### src/rtl/fetch_pc_gen_if.sv
// Fetch PC generator bus: redirect/prediction inputs, I-mem address and decode-side metadata.
// FETCH_PERF_EN adds the fetchCount/redirectCount performance counters.
interface fetch_pc_gen_if #(
  parameter int unsigned WIDTH = 31
);
  logic             mispredict;
  logic [WIDTH:0]   mispredictPC;
  logic             jump;
  logic [WIDTH:0]   jumpPC;
  logic             btbHit;
  logic [WIDTH:0]   btbPC;
  logic             decodeReady;
  logic [WIDTH:0]   rAddress;
  logic             fetchValid;
  logic [WIDTH:0]   fetchPC;
  logic [WIDTH:0]   seqPC;
  logic             predTaken;
`ifdef FETCH_PERF_EN
  logic [31:0]      fetchCount;
  logic [31:0]      redirectCount;

  // master: the PC generator; slave: the pipeline around it
  modport master (
    input  mispredict, mispredictPC, jump, jumpPC, btbHit, btbPC, decodeReady,
    output rAddress, fetchValid, fetchPC, seqPC, predTaken, fetchCount, redirectCount
  );
  modport slave (
    output mispredict, mispredictPC, jump, jumpPC, btbHit, btbPC, decodeReady,
    input  rAddress, fetchValid, fetchPC, seqPC, predTaken, fetchCount, redirectCount
  );
`else
  modport master (
    input  mispredict, mispredictPC, jump, jumpPC, btbHit, btbPC, decodeReady,
    output rAddress, fetchValid, fetchPC, seqPC, predTaken
  );
  modport slave (
    output mispredict, mispredictPC, jump, jumpPC, btbHit, btbPC, decodeReady,
    input  rAddress, fetchValid, fetchPC, seqPC, predTaken
  );
`endif
endinterface

### src/rtl/fetch_pc_gen.sv
// Fetch-stage PC generator: priority next-PC select, I-mem address, metadata aligned to I-mem data.
// Optional performance counters enabled by defining FETCH_PERF_EN.
module fetch_pc_gen #(
  parameter int unsigned    WIDTH    = 31,
  parameter logic [WIDTH:0] RESET_PC = '0
) (
  input  logic          clk,
  input  logic          resetN,
  fetch_pc_gen_if.master bus
);
  localparam int unsigned PC_W = WIDTH + 1;

  logic [WIDTH:0] r_pcReg;
  logic           r_fetchValid;
  logic [WIDTH:0] r_fetchPC;
  logic [WIDTH:0] r_seqPC;
  logic           r_predTaken;

  logic [WIDTH:0] w_pcNext;
  logic           w_fetchValidNext;
  logic [WIDTH:0] w_fetchPCNext;
  logic [WIDTH:0] w_seqPCNext;
  logic           w_predTakenNext;

  logic           w_stall;
  logic           w_accept;
  logic           w_jumpTaken;
  logic           w_redirect;
  logic [WIDTH:0] w_pcPlus4;
  logic [WIDTH:0] w_selPC;

  assign w_stall     = r_fetchValid & ~bus.decodeReady;
  assign w_accept    = r_fetchValid & bus.decodeReady;
  assign w_jumpTaken = bus.jump & w_accept;
  assign w_redirect  = bus.mispredict | w_jumpTaken;
  assign w_pcPlus4   = r_pcReg + PC_W'(4);

  // A stalled instruction is re-read so the memory output stays stable
  assign w_selPC      = w_stall ? r_fetchPC : r_pcReg;
  assign bus.rAddress = {2'b00, w_selPC[WIDTH:2]};

  // Next-PC priority: mispredict, accepted jump, stall hold, BTB target, sequential
  always_comb begin
    w_pcNext         = r_pcReg;
    w_fetchValidNext = r_fetchValid;
    w_fetchPCNext    = r_fetchPC;
    w_seqPCNext      = r_seqPC;
    w_predTakenNext  = r_predTaken;
    if (bus.mispredict) begin
      w_pcNext         = bus.mispredictPC;
      w_fetchValidNext = 1'b0;
    end else if (w_jumpTaken) begin
      w_pcNext         = bus.jumpPC;
      w_fetchValidNext = 1'b0;
    end else if (!w_stall) begin
      w_pcNext         = bus.btbHit ? bus.btbPC : w_pcPlus4;
      w_fetchValidNext = 1'b1;
      w_fetchPCNext    = r_pcReg;
      w_seqPCNext      = w_pcPlus4;
      w_predTakenNext  = bus.btbHit;
    end
  end

  always_ff @(posedge clk) begin
    if (!resetN) begin
      r_pcReg      <= RESET_PC;
      r_fetchValid <= 1'b0;
      r_fetchPC    <= '0;
      r_seqPC      <= '0;
      r_predTaken  <= 1'b0;
    end else begin
      r_pcReg      <= w_pcNext;
      r_fetchValid <= w_fetchValidNext;
      r_fetchPC    <= w_fetchPCNext;
      r_seqPC      <= w_seqPCNext;
      r_predTaken  <= w_predTakenNext;
    end
  end

  assign bus.fetchValid = r_fetchValid;
  assign bus.fetchPC    = r_fetchPC;
  assign bus.seqPC      = r_seqPC;
  assign bus.predTaken  = r_predTaken;

`ifdef FETCH_PERF_EN
  logic [31:0] r_fetchCount;
  logic [31:0] r_redirectCount;

  // Both counters wrap silently at 2^32
  always_ff @(posedge clk) begin
    if (!resetN) begin
      r_fetchCount    <= '0;
      r_redirectCount <= '0;
    end else begin
      if (w_accept)   r_fetchCount    <= r_fetchCount + 32'd1;
      if (w_redirect) r_redirectCount <= r_redirectCount + 32'd1;
    end
  end

  assign bus.fetchCount    = r_fetchCount;
  assign bus.redirectCount = r_redirectCount;
`else
  logic w_unusedRedirect;
  assign w_unusedRedirect = w_redirect;
`endif
endmodule

### src/flat_wrapper.sv
// flat-port wrapper written by rule: the top's interface ports become plain ports
module fetch_pc_gen_flat 
#(
  parameter int unsigned    WIDTH    = 31,
  parameter logic [WIDTH:0] RESET_PC = '0
)
  (clk, resetN, bus_mispredict, bus_mispredictPC, bus_jump, bus_jumpPC, bus_btbHit, bus_btbPC, bus_decodeReady, bus_rAddress, bus_fetchValid, bus_fetchPC, bus_seqPC, bus_predTaken);
  fetch_pc_gen_if #(.WIDTH(WIDTH)) bus_i ();
  input  logic clk;
  input  logic resetN;
  input wire logic [$bits(bus_i.mispredict)-1:0] bus_mispredict;
  input wire logic [$bits(bus_i.mispredictPC)-1:0] bus_mispredictPC;
  input wire logic [$bits(bus_i.jump)-1:0] bus_jump;
  input wire logic [$bits(bus_i.jumpPC)-1:0] bus_jumpPC;
  input wire logic [$bits(bus_i.btbHit)-1:0] bus_btbHit;
  input wire logic [$bits(bus_i.btbPC)-1:0] bus_btbPC;
  input wire logic [$bits(bus_i.decodeReady)-1:0] bus_decodeReady;
  output wire logic [$bits(bus_i.rAddress)-1:0] bus_rAddress;
  output wire logic [$bits(bus_i.fetchValid)-1:0] bus_fetchValid;
  output wire logic [$bits(bus_i.fetchPC)-1:0] bus_fetchPC;
  output wire logic [$bits(bus_i.seqPC)-1:0] bus_seqPC;
  output wire logic [$bits(bus_i.predTaken)-1:0] bus_predTaken;
  assign bus_i.mispredict = bus_mispredict;
  assign bus_i.mispredictPC = bus_mispredictPC;
  assign bus_i.jump = bus_jump;
  assign bus_i.jumpPC = bus_jumpPC;
  assign bus_i.btbHit = bus_btbHit;
  assign bus_i.btbPC = bus_btbPC;
  assign bus_i.decodeReady = bus_decodeReady;
  assign bus_rAddress = bus_i.rAddress;
  assign bus_fetchValid = bus_i.fetchValid;
  assign bus_fetchPC = bus_i.fetchPC;
  assign bus_seqPC = bus_i.seqPC;
  assign bus_predTaken = bus_i.predTaken;
  fetch_pc_gen #(.WIDTH(WIDTH), .RESET_PC(RESET_PC)) u_core (.clk(clk), .resetN(resetN), .bus(bus_i));
endmodule
### config.mk
export PLATFORM = sky130hd
export DESIGN_NAME = fetch_pc_gen_flat
export DESIGN_NICKNAME = d
export VERILOG_FILES = /design/src/rtl/fetch_pc_gen_if.sv /design/src/rtl/fetch_pc_gen.sv /design/src/flat_wrapper.sv
export SDC_FILE = /design/constraint.sdc
export NUM_CORES = 1
export LEC_CHECK = 0
export CORE_MARGIN = 4
export CORE_UTILIZATION = 48
export CTS_CLUSTER_SIZE = 40
export DETAILED_ROUTE_END_ITERATION = 16
export GPL_TIMING_DRIVEN = 0
export PLACE_DENSITY = 0.86
export SLEW_MARGIN = 20
export SYNTH_ARGS = -nofsm -noshare
export SYNTH_HDL_FRONTEND = slang
export SYNTH_SLANG_ARGS = --single-unit
### constraint.sdc
create_clock -name clk -period 4.8 [get_ports clk]
set_clock_uncertainty 0.15 [all_clocks]
set_input_delay 0.96 -clock clk [delete_from_list [all_inputs] [get_ports clk]]
set_output_delay 0.96 -clock clk [all_outputs]
set_load 0.01 [all_outputs]
==> Word level (Yosys, flattened, before mapping) <==
Index checks and enable logic that the tools add are counted.
{ "classes": {"addsub": 1, "n_eq_ne": 1, "mux": 5, "bitwise": 8, "reduce_logical": 3} }
{ "op_table": {"columns": ["op", "n"], "rows": [
  ["32-bit 2-to-1 mux", 5],
  ["32-bit by 3-bit adder with 32-bit output, second input constant", 1],
  ["1-bit NOT", 5],
  ["1-bit bitwise AND", 3],
  ["3-bit != test, second input constant", 1],
  ["3-bit AND reduction", 1],
  ["3-bit OR reduction", 1],
  ["2-bit AND reduction", 1]
]} }
{ "word_totals": {"regBits": 98, "inputBits": 102, "output_inout_bits": 98, "wordCells": 24} }

==> Depth between registers and ports, before layout <==
Gate-level depths: netlist (run 1).
{ "depth": {"word_depth": 5, "ltp_mapped": 8, "ltp_nobuf": 6} }

==> Worst setup path after synthesis (run 1) <==
No wires, ideal clock.
{ "synth_timing": {"kind": "input to output", "start": "in bus_decodeReady", "end": "out bus_rAddress[17]", "t_arrival_ps": 2065, "required_time_ps": 3690, "path_slack_ps": 1625, "cell_stages": 6, "path_buffers": 3, "path_cell_list": "buf_2 nor2b_1 clkbuf_1 clkbuf_1 nand2_1 nand2_1"} }
{ "synth_between": {"elab_chain_cells": 3} }
{ "synth_rtl": {"columns": ["item", "line", "text"], "rows": [
  ["start, declared", "flat_wrapper.sv:17", "input wire logic [$bits(bus_i.decodeReady)-1:0] bus_decodeReady;"],
  ["1-bit NOT", "fetch_pc_gen.sv:32", "assign w_stall = r_fetchValid & ~bus.decodeReady;"],
  ["1-bit bitwise AND", "fetch_pc_gen.sv:32", null],
  ["32-bit 2-to-1 mux", null, null],
  ["end, declared", "flat_wrapper.sv:18", "output wire logic [$bits(bus_i.rAddress)-1:0] bus_rAddress;"]
]} }
Every way passes these cells.

==> Worst setup path after layout (run 1) <==
{ "layout_timing": {"start": "in bus_decodeReady", "end": "out bus_rAddress[3]"} }
Same word-level chain as after synthesis.

==> impl_metrics.toml, run 1 <==
[floorplan]
dieWidth_um = 113
io_pins = 200
die_h_um = 113
num_rows = 38
initial_utilization = 0.490
core_um2 = 10800
die-area_um2 = 12800

[setup_path]
r2r_slack_ns = 2.08
cp-start-kind = "primary input"
worstSetupPathType = "in2out"
crit_slowest_cell = "clkbuf_1"
required_ns = 3.69
endpoint_kind = "primary output"
crit_chain = "buf_2 -> nor2b_1 -> clkbuf_1 -> clkbuf_1 -> nand2_1 -> nand2_1 -> clkdlybuf4s50_1"
reg2reg_from = "u_core.r_pcReg[3]"
r2r_end = "u_core.bus.seqPC[26]"
critPathMaxStageDelay_ns = 0.65
cp_max_fo = 10
reg2regPathDepth = 6
cp.arrival_ns = 3.34

[synthesis]
synth.most_common_cell = "nand2_1"
yosysSeqAreaShare = 0.362
netlist_top_cells_area = "dfxtp_1 36%, nand2_1 10%, nor2_1 4.7%, a311oi_1 4.6%, o21ai_0 4.5%"
avgSynthCellArea_um2 = 7.40
ys.flop_type = "dfxtp_1"
synth_area_leader_cell = "dfxtp_1"
synth_edf_count = 0
synth_top_area_frac = 0.362
netlist_area_um2 = 5310
yosysWarningCount = 0
syn_inst = 718
ys_ff_latch = 96
synth_common_cells = "146 x nand2_1, 96 x dfxtp_1, 66 x nor2_1"
postSynth.asyncResetShare = 0
yosysUniqueCellTypes = 58

[timing]
setup_viol = 0
fin_crit_ns = 4.45
rsz0062_at_grt = "no"
slew_headroom = 0.427
final_max_slew_viol_count = 0
tns_ns = 0
worstMarginPinSlew_ns = 0.859
hold_viol = 0
fmax_mhz = 225
min_period_over_period = 0.928

[finish]
diodes = 0
nNetsFinal = 1028
post-route-util = 0.703
area_growth_pct = 43.6
drive_gt1_frac = 0.0452

[cts]
cts_buffers = 9
hold_buffers = 0
path_clk_slew_ns = 0.09
cts.sink_count = 96
post_cts_buffers = 0
cts_resized = 0
clk_path_buf_depth = 2
cts-root-buf = "clkbuf_8"
clkLatencyLatePin_ns = 0.38
cts_tree = "yes"
cts_max_level = 3

[detailed_routing]
avgViaCountPerCell = 6.19
drtIter0Drc = 882
ant_nets = 0
vias = 6627
routed_wl_mm = 23.6
wire_per_inst_um = 22.1
drc = 0
drt_pass1_iterations = 7

[min_path]
min_from = "u_core.r_pcReg[1]"
hold_class = "reg2reg"
holdPathEnd = "u_core.r_pcReg[1]"
holdPathStages = 2

[grt]
grt_pass1_wl_mm = 35.2
antenna_found_initial = 0
overflow = 0
grt.total_usage = 0.355
grt_max_degree = 17
grt_pass1_vias = 6357

[job]
max-cap-violations = 0

[pwr]
ir_drop_mv = 0.155
power_density_nw_per_um2 = 264
leakage_nw = 2.83

[place]
hpwl_mm = 17.8
place.port_buffers = 195
gp_congestion = 1.00

[run_status]
status = "completed"
[cell families (layout without fill, tap and decap cells)]
logic type | count (synthesis) | count (layout) | synth area share
other cells | 1 | 2 | 0.000706
flops | 96 | 96 | 0.362
compound gates | 204 | 204 | 0.258
mux | 6 | 6 | 0.0113
xor+xnor | 27 | 27 | 0.0445
buf+inv | 78 | 289 | 0.0620
simple gates | 305 | 305 | 0.259
fa+ha+maj | 1 | 1 | 0.00236
[placed cells by master (no fill, tap or decap), drive strengths merged, types with 3 or more instances in the layout]
master and n:
buf 23, o211ai 5, clkdlybuf4s50 195, and3 11, inv 12, nand3 22, a21oi 43, nor4 7
o21ai 48, clkbuf 53, o31ai 6, a311oi 28, o221ai 4, nor3 14, clkinv 3, a22o 5
mux2i 6, o21a 3, clkinvlp 3, nor2 67, a22oi 7, o22ai 4, a21o 5, xor2 14
o311ai 6, nand2b 13, and4 3, nand2 146, a211oi 20, a31oi 5, nand4 11, xnor2 13
nand3b 4, dfxtp 96
[area by class of cell]
class                      count  area (um2)
multi-input combinational    545        3060
buffer                        66         284
clock inverter                 6        45.0
timing repair buffer         195        1950
inverter                      12        45.0
sequential                    96        1920
fill                         962        3220
tap                          140         175
clock buffer                  10         138
[worst max path at each step]
| stage | depth (start not counted) | start | end |
|---|---|---|---|
| floorplan | 6 | bus_decodeReady | bus_rAddress[17] |
| global placement | 7 | bus_decodeReady | bus_rAddress[29] |
| detailed placement | 7 | bus_decodeReady | bus_rAddress[29] |
| CTS | 7 | bus_decodeReady | bus_rAddress[29] |
| global route | 7 | bus_decodeReady | bus_rAddress[29] |
| finish | 7 | bus_decodeReady | bus_rAddress[3] |
[registers in the layout (all words and copies together) (netlist names)]
signal and cells:
u_core.bus.fetchPC 30, u_core.bus.seqPC 32, u_core.r_pcReg 32, u_core.bus.predTaken 1, u_core.bus.fetchValid 1
[critical path, delay by kind of cell]
kind	cells	cell delay [ns]
AND/OR/NAND/NOR	3	0.49
buffers and inverters	4	1.88
[metal layers]
| layer | global-route usage | wire [um] | vias up |
|---|---|---|---|
| met3 | 0.0770 | 3170 | 74 |
| li1 | - | - | 2974 |
| met2 | 0.566 | 10400 | 517 |
| met1 | 0.461 | 9030 | 3062 |
| met5 | 0 | 0 | - |
| met4 | 0.159 | 993 | 0 |
[through the flow]
| step | instance area [um2] | worst slack, ns | std cells | hold WS (ns) | power (mW) |
|---|---|---|---|---|---|
| 2_1_floorplan | 5320 | 1.63 | 719 | 0.282 | 1.18 |
| 3_3_place_gp | 7440 | 0.440 | 1054 | 0.295 | 1.49 |
| 3_5_place_dp | 7440 | 0.447 | 1054 | 0.301 | 1.50 |
| 4_1_cts | 7620 | 0.440 | 1070 | 0.314 | 1.99 |
| 5_1_grt | 7620 | 0.257 | 1070 | 0.349 | 2.08 |
| 6_report | 7620 | 0.346 | 1070 | 0.312 | 2.01 |
[report_power, final]
part	internal [mW]	switching (mW)
combinational	0.281	0.293
sequential	0.860	0.0643
clock	0.203	0.310
total	1.34	0.667
Note: power is estimated with default switching activity, not from simulation.
==> run 2: changes to the inputs <==
--- a/config.mk
+++ b/config.mk
@@ -6,11 +6,11 @@
 export NUM_CORES = 1
 export LEC_CHECK = 0
 export CORE_MARGIN = 4
-export CORE_UTILIZATION = 48
+export CORE_UTILIZATION = 38
 export CTS_CLUSTER_SIZE = 40
 export DETAILED_ROUTE_END_ITERATION = 16
 export GPL_TIMING_DRIVEN = 0
-export PLACE_DENSITY = 0.86
+export PLACE_DENSITY = 0.71
 export SLEW_MARGIN = 20
 export SYNTH_ARGS = -nofsm -noshare
 export SYNTH_HDL_FRONTEND = slang
==> run 2 against run 1 <==
  * Total power up 13%
  * Largest cell class unchanged
  * Critical endpoint is now bus_rAddress[4]
  * Sequential cell count unchanged
  * Clock-buffer cell count up 4
==> impl_metrics.toml, run 2 (synthesized netlist as in run 1, its figures left out) <==
[timing]
worstMarginPinSlew_ns = 0.792
hold_viol = 0
layout_setup_ws_ns = 0.544
fin_crit_ns = 4.26
setup_viol = 0
slew_headroom = 0.458
fin_hold_ws_ns = 0.302
tns_ns = 0
final_max_slew_viol_count = 0
rsz0062_at_grt = "no"
fmax_mhz = 235
min_period_over_period = 0.887

[setup_path]
r2r_slack_ns = 2.30
critPathMaxStageDelay_ns = 0.53
worstSetupPathType = "in2out"
cp.arrival_ns = 3.15
required_ns = 3.69
crit_chain = "buf_2 -> nor2b_1 -> clkbuf_1 -> clkbuf_1 -> nand2_1 -> nand2_1 -> clkdlybuf4s50_1"
reg2regPathDepth = 7
worst_path_dominant_cell_family = "buffers and inverters"
cp.depth = 7
cp_max_fo = 10
endpoint_kind = "primary output"
cp-start-kind = "primary input"
crit_slowest_cell = "clkbuf_1"
path_buf_inv = 4

[cts]
hold_buffers = 0
path_clk_slew_ns = 0.07
cts-root-buf = "clkbuf_16"
clkLatencyLatePin_ns = 0.36
cts_max_level = 3
clk_path_buf_depth = 2
cts_buffers = 9
cts_tree = "yes"
post_cts_buffers = 0
cts_resized = 0
cts.sink_count = 96

[pwr]
ir_drop_mv = 0.166
leakage_nw = 2.91
power_density_nw_per_um2 = 292
total_power_mw = 2.28

[finish]
drive_gt1_frac = 0.0441
stdcell_area_um2 = 7810
layout_common_cells = "195 x clkdlybuf4s50_1, 146 x nand2_1, 96 x dfxtp_1"
fin_cells = 1106
nNetsFinal = 1028
area_growth_pct = 47.0
fillers = 1307
post-route-util = 0.580
diodes = 0
final_common_cell = "clkdlybuf4s50_1"

[place]
place_area_um2 = 7490
dp_cells = 1090
place.port_buffers = 195
hpwl_mm = 18.4
gp_congestion = 0.994
place_ws_ns = 0.575

[detailed_routing]
avgViaCountPerCell = 5.86
m1WireLength_mm = 10.0
ant_nets = 0
wl_met3_mm = 2.73
drc = 0
wl_met2_mm = 10.4
drt_pass1_iterations = 5
wire_per_inst_um = 21.4
vias = 6481
drtIter0Drc = 809
top_layer_used = "met4"
routed_wl_mm = 23.7

[floorplan]
io_pins = 200
die_h_um = 126
num_rows = 42
initial_utilization = 0.395
die-area_um2 = 15900
core_um2 = 13500
dieWidth_um = 126

[grt]
antenna_found_initial = 0
grt_pass1_vias = 5931
grt_pass1_wl_mm = 35.0
overflow = 0
grt.total_usage = 0.283
grt_max_degree = 15

[run_status]
status = "completed"

[min_path]
holdPathStages = 2
hold_class = "reg2reg"

[job]
max-cap-violations = 0
==> run 2: cell count changes in the layout (fill, tap and decap cells not counted), sizes merged <==
cell and delta:
clkinv -2, clkbuf +4, clkinvlp -3, bufinv +1
==> run 2: path summary, 6_finish.rpt <==
path,start,endpoint
setup / recovery,bus_decodeReady,bus_rAddress[4]
hold / removal,u_core.r_pcReg[0],u_core.r_pcReg[0]
setup reg to reg,u_core.bus.fetchValid,u_core.r_pcReg[14]
hold reg to reg,u_core.r_pcReg[0],u_core.r_pcReg[0]
==> run 2: layer usage <==
metal  GRT usage  up-vias
met5           0        -
met4      0.0953        0
met3      0.0525       46
met2       0.431      473
met1       0.404     2984
li1            -     2978
==> run 2: final cells by class <==
class                           instances  area [um2]  area share
Timing Repair Buffer                  195        1950       0.250
Tap cell                              176         220      0.0282
Clock inverter                          2        35.0     0.00449
Inverter                               12        45.0     0.00577
Sequential cell                        96        1920       0.246
Multi-Input combinational cell        545        3060       0.393
Clock buffer                           14         284      0.0364
Buffer                                 66         284      0.0364
==> run 2: tightest hold or removal path, cell delays in order (launching register included) <==
cell	delay (ns)
dfxtp_1	0.31
nand2_1	0.05
a21oi_1	0.05
==> run 2: power by group <==
group | internal, mW | switching [mW]
Clock | 0.461 | 0.318
Combinational | 0.281 | 0.292
Sequential | 0.861 | 0.0656
Total | 1.60 | 0.675
